===== config.mk =====
export PLATFORM = sky130hd
export DESIGN_NAME = my_timer_core
export DESIGN_NICKNAME = d
export VERILOG_FILES = /design/src/rtl/my_timer_pkg.sv /design/src/rtl/my_timer_tick_gen.sv /design/src/rtl/my_timer_core.sv
export SDC_FILE = /design/constraint.sdc
export NUM_CORES = 1
export LEC_CHECK = 0
export CORE_MARGIN = 1
export CORE_UTILIZATION = 47
export DETAILED_ROUTE_END_ITERATION = 16
export GPL_TIMING_DRIVEN = 0
export PLACE_DENSITY = 0.75
export SYNTH_ARGS = -nofsm -noshare
export SYNTH_HDL_FRONTEND = slang
export SYNTH_SLANG_ARGS = --single-unit

===== constraint.sdc =====
create_clock -name ADC_CLK -period 4.35 [get_ports ADC_CLK]
set_input_delay 0.435 -clock ADC_CLK [delete_from_list [all_inputs] [get_ports ADC_CLK]]
set_output_delay 0.435 -clock ADC_CLK [all_outputs]
set_load 0.01 [all_outputs]

===== src/rtl/my_timer_pkg.sv =====
// Shared helpers for the period timer.
// Full-scale DAC codes and the enable-bit position of the GPIO control word
// are functions of the configured widths, so they live here for the core and
// the tick generator.
package my_timer_pkg;

  // Bit position of EN inside a control word of the given width.
  function automatic int unsigned en_bit(input int unsigned width);
    return width - 1;
  endfunction

  // Most positive two's complement code of a width-bit DAC (e.g. 0x1FFF at 14 bits).
  function automatic logic [31:0] dac_pos_fs(input int unsigned width);
    return (32'd1 << (width - 1)) - 32'd1;
  endfunction

  // Most negative two's complement code of a width-bit DAC (e.g. 0x2000 at 14 bits).
  function automatic logic [31:0] dac_neg_fs(input int unsigned width);
    return 32'd1 << (width - 1);
  endfunction

endpackage


===== src/rtl/my_timer_tick_gen.sv =====
// Tick generator: captures the GPIO control word, decodes whether the timer
// is active and runs the period counter.
//   clk    : timer clock, rising edge
//   rst    : asynchronous active-high reset
//   gp_in  : raw control word {EN, N}
//   active : EN set and N non-zero (from the captured word)
//   tick   : one-cycle pulse on the edge where the period expires
//   cnt    : live counter value
module my_timer_tick_gen
  import my_timer_pkg::*;
#(
  parameter int GPIO_WIDTH = 32
) (
  input  logic                  clk,
  input  logic                  rst,
  input  logic [GPIO_WIDTH-1:0] gp_in,
  output logic                  active,
  output logic                  tick,
  output logic [GPIO_WIDTH-2:0] cnt
);

  localparam int EN = int'(en_bit(GPIO_WIDTH));
  localparam int CW = GPIO_WIDTH - 1;
  localparam logic [CW-1:0] CNT_ONE = CW'(1);

  logic [GPIO_WIDTH-1:0] gp_q, gp_d;
  logic [CW-1:0]         cnt_q, cnt_d;
  logic [CW-1:0]         period;

  always_comb begin
    gp_d   = gp_in;
    period = gp_q[CW-1:0];
    active = gp_q[EN] && (period != '0);
    // >= rather than == so a period shortened below the current count
    // expires on the very next edge instead of running to wrap-around.
    tick   = active && (cnt_q >= (period - CNT_ONE));
    cnt_d  = '0;
    if (active && !tick) begin
      cnt_d = cnt_q + CNT_ONE;
    end
  end

  always_ff @(posedge clk or posedge rst) begin
    if (rst) begin
      gp_q  <= '0;
      cnt_q <= '0;
    end else begin
      gp_q  <= gp_d;
      cnt_q <= cnt_d;
    end
  end

  assign cnt = cnt_q;

endmodule


===== src/rtl/my_timer_core.sv =====
// Programmable period timer between the PS GPIO block and the dual DAC path.
// Each period expiry toggles a full-scale square wave on DAC A and steps a
// sawtooth on DAC B; the completed-period count and live counter are read
// back over GPIO.
//   ADC_CLK   : sole clock, rising edge
//   RST       : asynchronous active-high reset
//   GP_IN     : control word {EN, N}, N = period in ADC_CLK cycles
//   DAC_A_OUT : square wave, two's complement
//   DAC_B_OUT : sawtooth, two's complement
//   val_0     : completed-period count (held while disabled)
//   val_1     : live cycle counter, zero-extended
module my_timer_core
  import my_timer_pkg::*;
#(
  parameter int GPIO_WIDTH = 32,
  parameter int DAC_WIDTH  = 14
) (
  input  logic                        ADC_CLK,
  input  logic                        RST,
  input  logic [GPIO_WIDTH-1:0]       GP_IN,
  output logic signed [DAC_WIDTH-1:0] DAC_A_OUT,
  output logic signed [DAC_WIDTH-1:0] DAC_B_OUT,
  output logic [GPIO_WIDTH-1:0]       val_0,
  output logic [GPIO_WIDTH-1:0]       val_1
);

  localparam logic signed [DAC_WIDTH-1:0] POS_FS = DAC_WIDTH'(dac_pos_fs(DAC_WIDTH));
  localparam logic signed [DAC_WIDTH-1:0] NEG_FS = DAC_WIDTH'(dac_neg_fs(DAC_WIDTH));
  localparam logic [DAC_WIDTH-1:0]        SAW_ONE = DAC_WIDTH'(1);
  localparam logic [GPIO_WIDTH-1:0]       VAL_ONE = GPIO_WIDTH'(1);

  logic                  active;
  logic                  tick;
  logic [GPIO_WIDTH-2:0] cnt;

  my_timer_tick_gen #(
    .GPIO_WIDTH (GPIO_WIDTH)
  ) u_tick_gen (
    .clk    (ADC_CLK),
    .rst    (RST),
    .gp_in  (GP_IN),
    .active (active),
    .tick   (tick),
    .cnt    (cnt)
  );

  logic                        phase_q, phase_d;
  logic [DAC_WIDTH-1:0]        saw_q, saw_d;
  logic [GPIO_WIDTH-1:0]       val0_q, val0_d;
  logic signed [DAC_WIDTH-1:0] dac_a_q, dac_a_d;
  logic signed [DAC_WIDTH-1:0] dac_b_q, dac_b_d;

  always_comb begin
    phase_d = phase_q;
    saw_d   = saw_q;
    val0_d  = val0_q;
    dac_a_d = '0;
    dac_b_d = '0;
    if (!active) begin
      // Waveform state restarts from phase 0 / sawtooth 0 on re-enable;
      // the period count is deliberately kept.
      phase_d = 1'b0;
      saw_d   = '0;
    end else begin
      if (tick) begin
        phase_d = ~phase_q;
        saw_d   = saw_q + SAW_ONE;
        val0_d  = val0_q + VAL_ONE;
      end
      // DACs present the current waveform state, so the first active edge
      // always shows +FS and sawtooth 0.
      dac_a_d = phase_q ? NEG_FS : POS_FS;
      dac_b_d = saw_q;
    end
  end

  always_ff @(posedge ADC_CLK or posedge RST) begin
    if (RST) begin
      phase_q <= 1'b0;
      saw_q   <= '0;
      val0_q  <= '0;
      dac_a_q <= '0;
      dac_b_q <= '0;
    end else begin
      phase_q <= phase_d;
      saw_q   <= saw_d;
      val0_q  <= val0_d;
      dac_a_q <= dac_a_d;
      dac_b_q <= dac_b_d;
    end
  end

  assign DAC_A_OUT = dac_a_q;
  assign DAC_B_OUT = dac_b_q;
  assign val_0     = val0_q;
  assign val_1     = {1'b0, cnt};

endmodule


### Yosys cells after proc, flatten, opt, wreduce, memory -nomap -nowiden

Cells that the tools add are included.

| word-level totals | value |
|---|---|
| output and inout bits | 92 |
| register bits after elaboration | 138 |
| input bits | 34 |

| cells by class | value |
|---|---|
| $add $sub $neg | 4 |
| reductions and logical operators | 6 |
| mux-type cells | 8 |
| bitwise operators | 1 |
| $lt $le $gt $ge | 1 |
| eq/ne operators | 1 |

Operator list:

| operator | number |
|---|---|
| two-way mux 14 bit | 5 |
| adder 32 x 1 -> 32 bit (second input constant) | 1 |
| adder 31 x 1 -> 31 bit (second input constant) | 1 |
| >= comparator 31 bit | 1 |
| two-way mux 31 bit | 1 |
| nonzero test 31 bit | 1 |
| subtractor 31 x 1 -> 31 bit (second input constant) | 1 |
| adder 14 x 1 -> 14 bit (second input constant) | 1 |
| logical AND 1 bit | 3 |
| two-way mux 1 bit | 2 |
| != test 2 x 1 -> 1 bit (second input constant) | 1 |
| AND reduction 2 bit | 1 |
| zero test 1 bit | 1 |
| inverter 1 bit | 1 |

### Depth between registers and ports, before layout

Gate-level depths: netlist of the first run.

| logic depth | value |
|---|---|
| depth after elaboration | 6 |
| gate-level depth with buffers | 17 |

### Hierarchy

From an unflattened synthesis of the first run, not the netlist that was laid out.

| second synthesis, totals | value |
|---|---|
| cells, all modules | 613 |
| area total of the unflattened synthesis | 6531.3 sq um |

By module, submodules not included:

| module | instances | cells an instance | area an instance (sq um) |
|---|---|---|---|
| my_timer_tick_gen | 1 | 361 | 3667.3 |
| my_timer_core | 1 | 252 | 2864.0 |

### Least setup slack after synthesis of the first run

OpenSTA, ideal clock, no wires.

| timing | value |
|---|---|
| path type | register to register |
| from | register u_tick_gen.gp_q[0] |
| to | register saw_q[11] |
| path buffers | 1 |
| library setup time | 0.125 ns |
| cell stages (with the launch flop) | 17 |
| setup slack | 0.321 ns |
| arrival | 3.904 ns |
| cell sequence | dfrtp_1 > nor4_1 > and4b_4 > nand3_2 > or3_4 > or2_4 > nor4_4 > xnor2_1 > ha_1 > nand4_1 > nor4_1 > a22oi_1 > o211ai_1 > nor2_1 > clkbuf_1 > nor4_1 > mux2_2 |

| on the way | value |
|---|---|
| word-level cells in the longest chain between the ends | 4 |

RTL lines:

| what | line | text |
|---|---|---|
| start, declared | my_timer_tick_gen.sv:26 | `logic [GPIO_WIDTH-1:0] gp_q, gp_d;` |
| start signal, assigned | my_timer_tick_gen.sv:48 | `gp_q <= gp_d;` |
| subtractor 31 x 1 -> 31 bit / nonzero test 31 bit (equally long branches) | my_timer_tick_gen.sv:36, my_timer_tick_gen.sv:33 |  |
| >= comparator 31 bit / logical AND 1 bit (equally long branches) | my_timer_tick_gen.sv:36, my_timer_tick_gen.sv:33 |  |
| logical AND 1 bit | my_timer_tick_gen.sv:36 | `tick = active && (cnt_q >= (period - CNT_ONE));` |
| != test 2 x 1 -> 1 bit (no source line) | n/a |  |
| end signal, assigned | my_timer_core.sv:86 | `saw_q <= saw_d;` |
| end, declared | my_timer_core.sv:48 | `logic [DAC_WIDTH-1:0] saw_q, saw_d;` |

Parallel ways exist; a longest one is shown, timed or not.
A chain may end at the register's enable or synchronous reset.

### Worst setup path after layout of the first run

| timing | value |
|---|---|
| from | register u_tick_gen.gp_q[9] |
| to | register saw_q[6] |

Same word-level chain as after synthesis.

==> results of run 1 <==
==> power by group through the flow <==
stage          sequential, W  clock (W)  combinational (W)
2_1_floorplan        0.00123          0          0.0000839
3_3_place_gp         0.00124          0           0.000149
3_5_place_dp         0.00124          0           0.000159
4_1_cts              0.00122    0.00143           0.000162
5_1_grt              0.00122    0.00149           0.000183
6_report             0.00122    0.00141           0.000163
==> cell type report <==
cell class              instances  share of cell area
plain buffers                  26              0.0238
clock buffers                  19              0.0516
clock inverters                13              0.0157
inverters                      14             0.00656
multi-input cells             443               0.363
flip-flops and latches        126               0.359
well taps                     176              0.0251
repair buffers                137               0.155
==> worst max path at each step <==
stage | startpoint | endpoint | slack [ns] | depth (start not counted)
2_1_floorplan | u_tick_gen.gp_q[0] | saw_q[11] | 0.32 | 16
3_3_place_gp | RST | u_tick_gen.cnt[28] | -1.01 | 2
3_5_place_dp | u_tick_gen.gp_q[9] | saw_q[11] | -0.67 | 16
4_1_cts | u_tick_gen.gp_q[8] | saw_q[11] | 0.02 | 16
5_1_grt | u_tick_gen.gp_q[5] | saw_q[6] | -0.07 | 18
6_report | u_tick_gen.gp_q[9] | saw_q[6] | 0.12 | 18
==> sequential cells by signal (all words and copies together) (netlist names) <==
name / cells
saw_q: 14
DAC_B_OUT: 14
val_0: 32
u_tick_gen.cnt: 31
phase_q: 1
u_tick_gen.gp_q: 32
DAC_A_OUT: 2
==> synth_stat cells, types with 11 or more instances <==
cell / n
xor2_1: 47
a21oi_1: 14
nand2_1: 48
nand3_1: 28
dfrtp_1: 126
o21ai_0: 11
xnor2_1: 41
nand4_1: 23
nor2_1: 80
nor4_1: 21
ha_1: 36
and2_1: 13
nor3_1: 18
buf_4: 15
inv_1: 14
==> cells by family (layout without fill, tap and decap cells) <==
logic type      count (synthesis)  count (layout)
simple gates                  273             273
flops                         126             126
xor+xnor                       88              88
buf+inv                        41             209
fa+ha+maj                      36              36
compound gates                 36              36
mux                             9               9
other cells                     1               1
==> layer usage <==
metal / part of all wire / GRT usage / wire length (um) / up-vias
met3: 0.052 / 0.0705 / 811 / 23
met5: 0 / 0 / 0 / -
li1: - / - / - / 2416
met4: 0.016 / 0.0744 / 251 / 0
met1: 0.42 / 0.279 / 6550 / 2523
met2: 0.51 / 0.400 / 7980 / 147
==> worst max-delay path, cell delays in order (launching register included) <==
cell and delay, ns:
dfrtp_2 0.44, nor4_4 0.32, and4b_4 0.31, nand3_4 0.07, or3_4 0.35, or2_4 0.26
nor4_4 0.15, xnor2_1 0.10, ha_1 0.30, nand4_1 0.21, nor4_4 0.38, a22oi_1 0.11
o211ai_1 0.10, buf_4 0.18, nor2_4 0.07, buf_6 0.15, buf_6 0.11, nor3b_4 0.19
mux2_4 0.32
==> repair_timing <==
item / CTS / global route
cloned: 0 / 1
buffers inserted: 3 / 8
pin swaps: 7 / 11
gates resized for setup: 10 / 45
endpoints found under the setup margin: 77 / 66
==> through the flow <==
stage	setup slack [ns]	total power (W)	setup TNS (ns)
6_report	0.118	0.00279	0
2_1_floorplan	0.321	0.00132	0
5_1_grt	-0.0717	0.00290	-0.184
4_1_cts	0.0194	0.00281	0
3_3_place_gp	-1.01	0.00139	-146.18
3_5_place_dp	-0.670	0.00140	-25.69
==> impl_metrics.ini, run 1 <==
[status]
status = finished clean

[global_routing]
grt_util_all_layers = 0.233
grt_start_max_net_pins = 88
antenna_found_initial = 1
grt_overflow = 0
grt_pass1_wl_um = 25400
grt_pass1_vias = 5162

[layout]
area_growth_syn_to_layout_pct = 37.8
layout.nets = 835
fin_cells = 954
drive_above_1_share = 0.148
final_util = 0.663
stdcell_area_sq_um = 8780
diodes = 0
layout_common_cells = dfrtp_1, clkdlybuf4s50_1, nor2_1
regArea_sq_um = 3150
fill_cells = 1042
multi_input_area_sq_um = 3190
layout_commonest_cell = dfrtp_1

[pwr]
p_leak_nw = 3.84
p_sw_frac = 0.230
p_switching_w = 0.000642
peakVddDrop_mv = 0.260
p_comb_frac = 0.059
p_seq_frac = 0.437
p_int_w = 0.00215
p_clk_frac = 0.504
cellPowerDensity_nw_per_um2 = 318

[placement]
dp_hpwl_um = 10900
routabilityCongestion = 0.873
placed_cells = 911
numPortBuffers = 124
dpl_cell_area_sq_um = 7870

[yosys]
yosysTopAreaCellShare = 0.495
synth-compound-area-share = 0.0355
async_flop_share = 1.00
synth_simple_gate_area_frac = 0.225
ys_types = 45
yosysTopAreaCell = dfrtp_1
ys_ff_latch = 126
netlist_area_sq_um = 6370
synth_cells = 610
synth_xor_xnor_area_share = 0.121
synthMuxAreaShare = 0.0159
yosysSeqAreaShare = 0.495
synth-adder-area-share = 0.0707
synth_edf_count = 0
syn-num-nets = 680
synth_top_family_by_area = simple AND/OR/NAND/NOR gates
ys.flop_type = dfrtp_1
synth.avg_cell_area_sq_um = 10.4
synth_warnings = 0
synthTopCellsByArea = dfrtp_1, ha_1, xor2_1, xnor2_1, nor2_1

[die]
dieArea_sq_um = 14000
fp.coreArea_sq_um = 13200
start_util = 0.481
pin_count = 126
die_width_um = 118
die_y_um = 118
core.rowCount = 42

[setup_path]
r2r-start = u_tick_gen.gp_q[9]
r2r_setup_slack_ns = 0.12
reg2regPathDepth = 18
cp_max_fo = 6
cp.arrival_ns = 4.54
setup.worst_path.end_class = flip-flop
rr_endpoint = saw_q[6]
worstPathRequired_ns = 4.66
critPathKind = flip-flop to flip-flop
start_kind = flip-flop

[sta]
period_minus_slack_ns = 4.23
setup_viol = 0
tightest_slew_ns = 0.746
hold_slack_ns = 0.378
fin_skew_ns = 0.00705
fmax_ghz = 0.236
post-route-period-util = 0.973
drv_slew = 0
finalHoldViolCount = 0
slew_headroom = 0.490

[clocking]
worstSkewPairLatency_ns = 0.42
clkTransAtPathRegs_ns = 0.06
cts-root-buf = clkbuf_16
cts_tree = yes
cts_made_buffers = 17
hold_buffers = 0
cts.htree.levels = 4
cts.sinks = 126
clk_path_buf_depth = 2

[routing]
ant_nets = 0
wl_per_cell_um = 16.3
viasPerCell = 5.36
route.detailed.drc = 0
vias = 5109
drt_iter0_markers = 340
wirelength_um = 15600
first_pass_iters = 4

[min_path]
hold_path.class = primary input to asynchronous set/reset pin

[flow_run]
cap_violations = 0
(Power assumes the default switching activity.)
==> run 2, diff against run 1 <==
--- a/config.mk
+++ b/config.mk
@@ -7,6 +7,7 @@
 export LEC_CHECK = 0
 export CORE_MARGIN = 1
 export CORE_UTILIZATION = 47
+export CTS_BUF_LIST = sky130_fd_sc_hd__clkbuf_16
 export DETAILED_ROUTE_END_ITERATION = 16
 export GPL_TIMING_DRIVEN = 0
 export PLACE_DENSITY = 0.75
==> impl_metrics.ini, run 2 (synthesis results as in run 1) <==
[clocking]
worstSkewPairLatency_ns = 0.42
cts.htree.levels = 4
cts_tree = yes
hold_buffers = 0
clkTransAtPathRegs_ns = 0.06
clk_path_buf_depth = 2
cts_made_buffers = 17
cts-root-buf = clkbuf_16
cts.sinks = 126

[sta]
fin_skew_ns = 0.00824
finalHoldViolCount = 0
period_minus_slack_ns = 4.25
slew_headroom = 0.492
drv_slew = 0
fmax_ghz = 0.235
setup_viol = 0
hold_slack_ns = 0.380
post-route-period-util = 0.977
tightest_slew_ns = 0.743
setup_ws_ns = 0.101
rsz0062_at_grt = yes

[setup_path]
cp_max_fo = 10
critPathMaxStageDelay_ns = 0.42
worst_path_most_repeated_cell = nor4_4
path_buf_inv = 2
path_delay_family = simple AND/OR/NAND/NOR gates
cp.arrival_ns = 4.55
crit_slowest_cell = dfrtp_1
critPathKind = flip-flop to flip-flop
worstPathRequired_ns = 4.65
setup.worst_path.end_class = flip-flop
path_cells = nor4_4, and4b_4, nand3_4, or3_4, or2_4, nor4_4, xnor2_1, ha_1, nand4_1, nor4_4, buf_4, nand2_1, a21oi_4, nor2_2, buf_6, nor3_2, mux2_2
start_kind = flip-flop

[global_routing]
grt_util_all_layers = 0.233
grt_start_max_net_pins = 88
grt_pass1_vias = 5153
antenna_found_initial = 1
grt_overflow = 0
grt_pass1_wl_um = 25300

[die]
start_util = 0.481
dieArea_sq_um = 14000
die_y_um = 118
pin_count = 126
die_width_um = 118
core.rowCount = 42
fp.coreArea_sq_um = 13200

[routing]
wl_per_cell_um = 16.5
wirelength_um = 15700
viasPerCell = 5.37
drt_iter0_markers = 339
vias = 5113
route.detailed.drc = 0
first_pass_iters = 6
ant_nets = 0

[pwr]
peakVddDrop_mv = 0.257
p_leak_nw = 3.79
cellPowerDensity_nw_per_um2 = 314
power.total_w = 0.00275

[min_path]
hold_path.class = primary input to asynchronous set/reset pin

[layout]
fill_cells = 1041
diodes = 0
area_growth_syn_to_layout_pct = 37.7
layout_commonest_cell = dfrtp_1
layout_common_cells = dfrtp_1, clkdlybuf4s50_1, nor2_1
final_util = 0.663
fin_cells = 953
layout.nets = 834
drive_above_1_share = 0.153

[flow_run]
cap_violations = 0

[placement]
place_ws_ns = -0.670
routabilityCongestion = 0.873
placed_cells = 911
dp_hpwl_um = 10900
numPortBuffers = 124

[status]
status = finished clean
-- run 2: what timing repair did --
item	CTS	global route
setup endpoints to repair	77	66
pin swaps	4	9
resized for setup	10	45
setup buffers	3	7
cloned	0	1
-- run 2: area by class of cell --
cell class	instances	area [sq um]	share of cell area
buffer	26	198	0.0225
clock buffer	17	425	0.0485
clock inverter	15	145	0.0165
inverter	14	57.6	0.00656
multi-input combinational	443	3230	0.368
sequential	126	3150	0.359
tap	176	220	0.0251
timing repair buffer	136	1350	0.154
-- run 2: final timing paths --
kind	start	to	slack [ns]	cells after the start
hold reg to reg	val_0[31]	val_0[31]	0.46	1
min in group ADC_CLK	GP_IN[0]	u_tick_gen.gp_q[0]	0.45	1
setup reg to reg	u_tick_gen.gp_q[11]	saw_q[12]	0.10	17
setup / recovery	u_tick_gen.gp_q[11]	saw_q[12]	0.10	17
max in group asynchronous	RST	DAC_B_OUT[11]	3.24	3
hold / removal	RST	u_tick_gen.cnt[5]	0.38	2
-- run 2: power by group --
part / switching [W] / internal (W) / total [W]
logic: 0.0000801 / 0.0000822 / 0.000162
clock network: 0.000533 / 0.000837 / 0.00137
registers: 0.0000287 / 0.00119 / 0.00122
total: 0.000642 / 0.00211 / 0.00275
-- run 2: layer usage --
layer,share of wire,vias up,wire length [um],GRT usage
met1,0.42,2518,6530,0.279
met4,0.019,0,293,0.0736
met3,0.054,30,848,0.0705
met2,0.51,152,8020,0.400
li1,-,2413,-,-
met5,0,-,0,0
-- run 2: metrics by stage --
step           instance area [sq um]  setup TNS, ns
2_1_floorplan                   6370              0
3_3_place_gp                    7830        -146.18
3_5_place_dp                    7870         -25.69
4_1_cts                         8510              0
5_1_grt                         8780          -2.62
6_report                        8780              0
==> run 3, diff against run 2 <==
--- a/config.mk
+++ b/config.mk
@@ -10,7 +10,7 @@
 export CTS_BUF_LIST = sky130_fd_sc_hd__clkbuf_16
 export DETAILED_ROUTE_END_ITERATION = 16
 export GPL_TIMING_DRIVEN = 0
-export PLACE_DENSITY = 0.75
+export PLACE_DENSITY = 0.72
 export SYNTH_ARGS = -nofsm -noshare
 export SYNTH_HDL_FRONTEND = slang
 export SYNTH_SLANG_ARGS = --single-unit
==> constraint.sdc (replaced) <==
create_clock -name ADC_CLK -period 4.26 [get_ports ADC_CLK]
set_input_delay 0.426 -clock ADC_CLK [delete_from_list [all_inputs] [get_ports ADC_CLK]]
set_output_delay 0.426 -clock ADC_CLK [all_outputs]
set_load 0.01 [all_outputs]
==> impl_metrics.ini, run 3 (synthesis results as in run 1) <==
[status]
status = finished clean

[setup_path]
critPathKind = flip-flop to flip-flop
cp_max_fo = 6
worstPathRequired_ns = 4.56
setup.worst_path.end_class = flip-flop
start_kind = flip-flop
reg2regPathDepth = 17
cp.arrival_ns = 4.48

[clocking]
clkTransAtPathRegs_ns = 0.05
clk_path_buf_depth = 2
cts-root-buf = clkbuf_16
worstSkewPairLatency_ns = 0.42
cts.htree.levels = 4
cts_tree = yes
cts.sinks = 126
cts_made_buffers = 17

[pwr]
p_leak_nw = 3.91
peakVddDrop_mv = 0.271
cellPowerDensity_nw_per_um2 = 310

[sta]
drv_slew = 0
tightest_slew_ns = 0.586
hold_slack_ns = 0.411
period_minus_slack_ns = 4.18
fmax_ghz = 0.239
slew_headroom = 0.606
rsz0062_at_grt = yes
post-route-period-util = 0.980
setup_tns_ns = 0
finalHoldViolCount = 0
setup_viol = 0
fin_skew_ns = 0.00871

[die]
die_width_um = 118
fp.coreArea_sq_um = 13200
core.rowCount = 42
start_util = 0.481
dieArea_sq_um = 14000
pin_count = 126
die_y_um = 118

[global_routing]
grt_overflow = 0
grt_pass1_wl_um = 24400
antenna_found_initial = 1
grt_util_all_layers = 0.223
grt_pass1_vias = 5044
grt_start_max_net_pins = 82

[routing]
ant_nets = 0
first_pass_iters = 4
route.detailed.drc = 0
viasPerCell = 5.31
vias = 5104
wirelength_um = 15400
wl_per_cell_um = 16.0
drt_iter0_markers = 321

[placement]
routabilityCongestion = 0.860
dp_hpwl_um = 10600
numPortBuffers = 124

[min_path]
hold_path.class = primary input to asynchronous set/reset pin

[layout]
final_util = 0.674
drive_above_1_share = 0.165
layout.nets = 843
area_growth_syn_to_layout_pct = 40.1
diodes = 0
layout_common_cells = dfrtp_1, clkdlybuf4s50_1, nor2_1

[flow_run]
cap_violations = 0
## run 3: repair_timing
| action | 4_1_cts | 5_1_grt |
|---|---|---|
| resized for setup | 17 | 54 |
| cloned | 0 | 1 |
| hold buffers | 0 | 0 |
| setup endpoints to repair | 78 | 67 |
| setup buffers | 12 | 7 |
| pin swaps | 9 | 13 |
## run 3: worst max-delay path, stage by stage, from the launching register on
cell and delay (ns):
dfrtp_1 0.42, nor4_4 0.32, and4b_4 0.30, nand3_4 0.07
or3_4 0.39, or2_4 0.26, nor4_4 0.14, xnor2_1 0.10
ha_1 0.32, nand4_1 0.24, nor4_4 0.26, a22oi_1 0.11
o211ai_1 0.11, buf_4 0.19, nor2_4 0.08, buf_4 0.15
nor4_4 0.29, mux2_4 0.32
## run 3: per-stage QoR
stage / instance area (sq um) / setup WS, ns / power (W) / instances
global placement: 7830 / -1.11 / 0.00142 / 910
floorplan: 6370 / 0.231 / 0.00134 / 610
detailed placement: 7870 / -0.818 / 0.00143 / 911
finish: 8930 / 0.0837 / 0.00276 / 962
CTS: 8590 / 0.00205 / 0.00278 / 954
global route: 8930 / -0.154 / 0.00286 / 962
## run 3: layout make-up
cell class	instances	area [sq um]
buffer	26	198
sequential	126	3160
clock inverter	15	131
inverter	14	57.6
multi-input combinational	443	3290
timing repair buffer	145	1450
tap	176	220
clock buffer	17	425
fill	971	4320
## run 3: routing by layer
| layer | GRT usage | vias to the layer above | share of wire |
|---|---|---|---|
| li1 | - | 2445 | - |
| met1 | 0.275 | 2464 | 0.42 |
| met2 | 0.374 | 159 | 0.50 |
| met3 | 0.0656 | 36 | 0.061 |
| met4 | 0.0759 | 0 | 0.021 |
| met5 | 0 | - | 0 |
## run 3: power breakdown
| group | internal (W) | switching (W) |
|---|---|---|
| combinational | 0.0000859 | 0.0000836 |
| sequential | 0.00122 | 0.0000288 |
| clock | 0.000843 | 0.000506 |
| total | 0.00215 | 0.000619 |
## run 3: path summary, 6_finish.rpt
kind / from / end / slack, ns
worst max-delay path: u_tick_gen.gp_q[7] / saw_q[9] / 0.08
worst min-delay path: RST / val_0[29] / 0.41
worst max register to register: u_tick_gen.gp_q[7] / saw_q[9] / 0.08
worst min register to register: phase_q / DAC_A_OUT[12] / 0.48
max in group asynchronous: RST / u_tick_gen.gp_q[23] / 3.15
min in group ADC_CLK: GP_IN[8] / u_tick_gen.gp_q[8] / 0.44
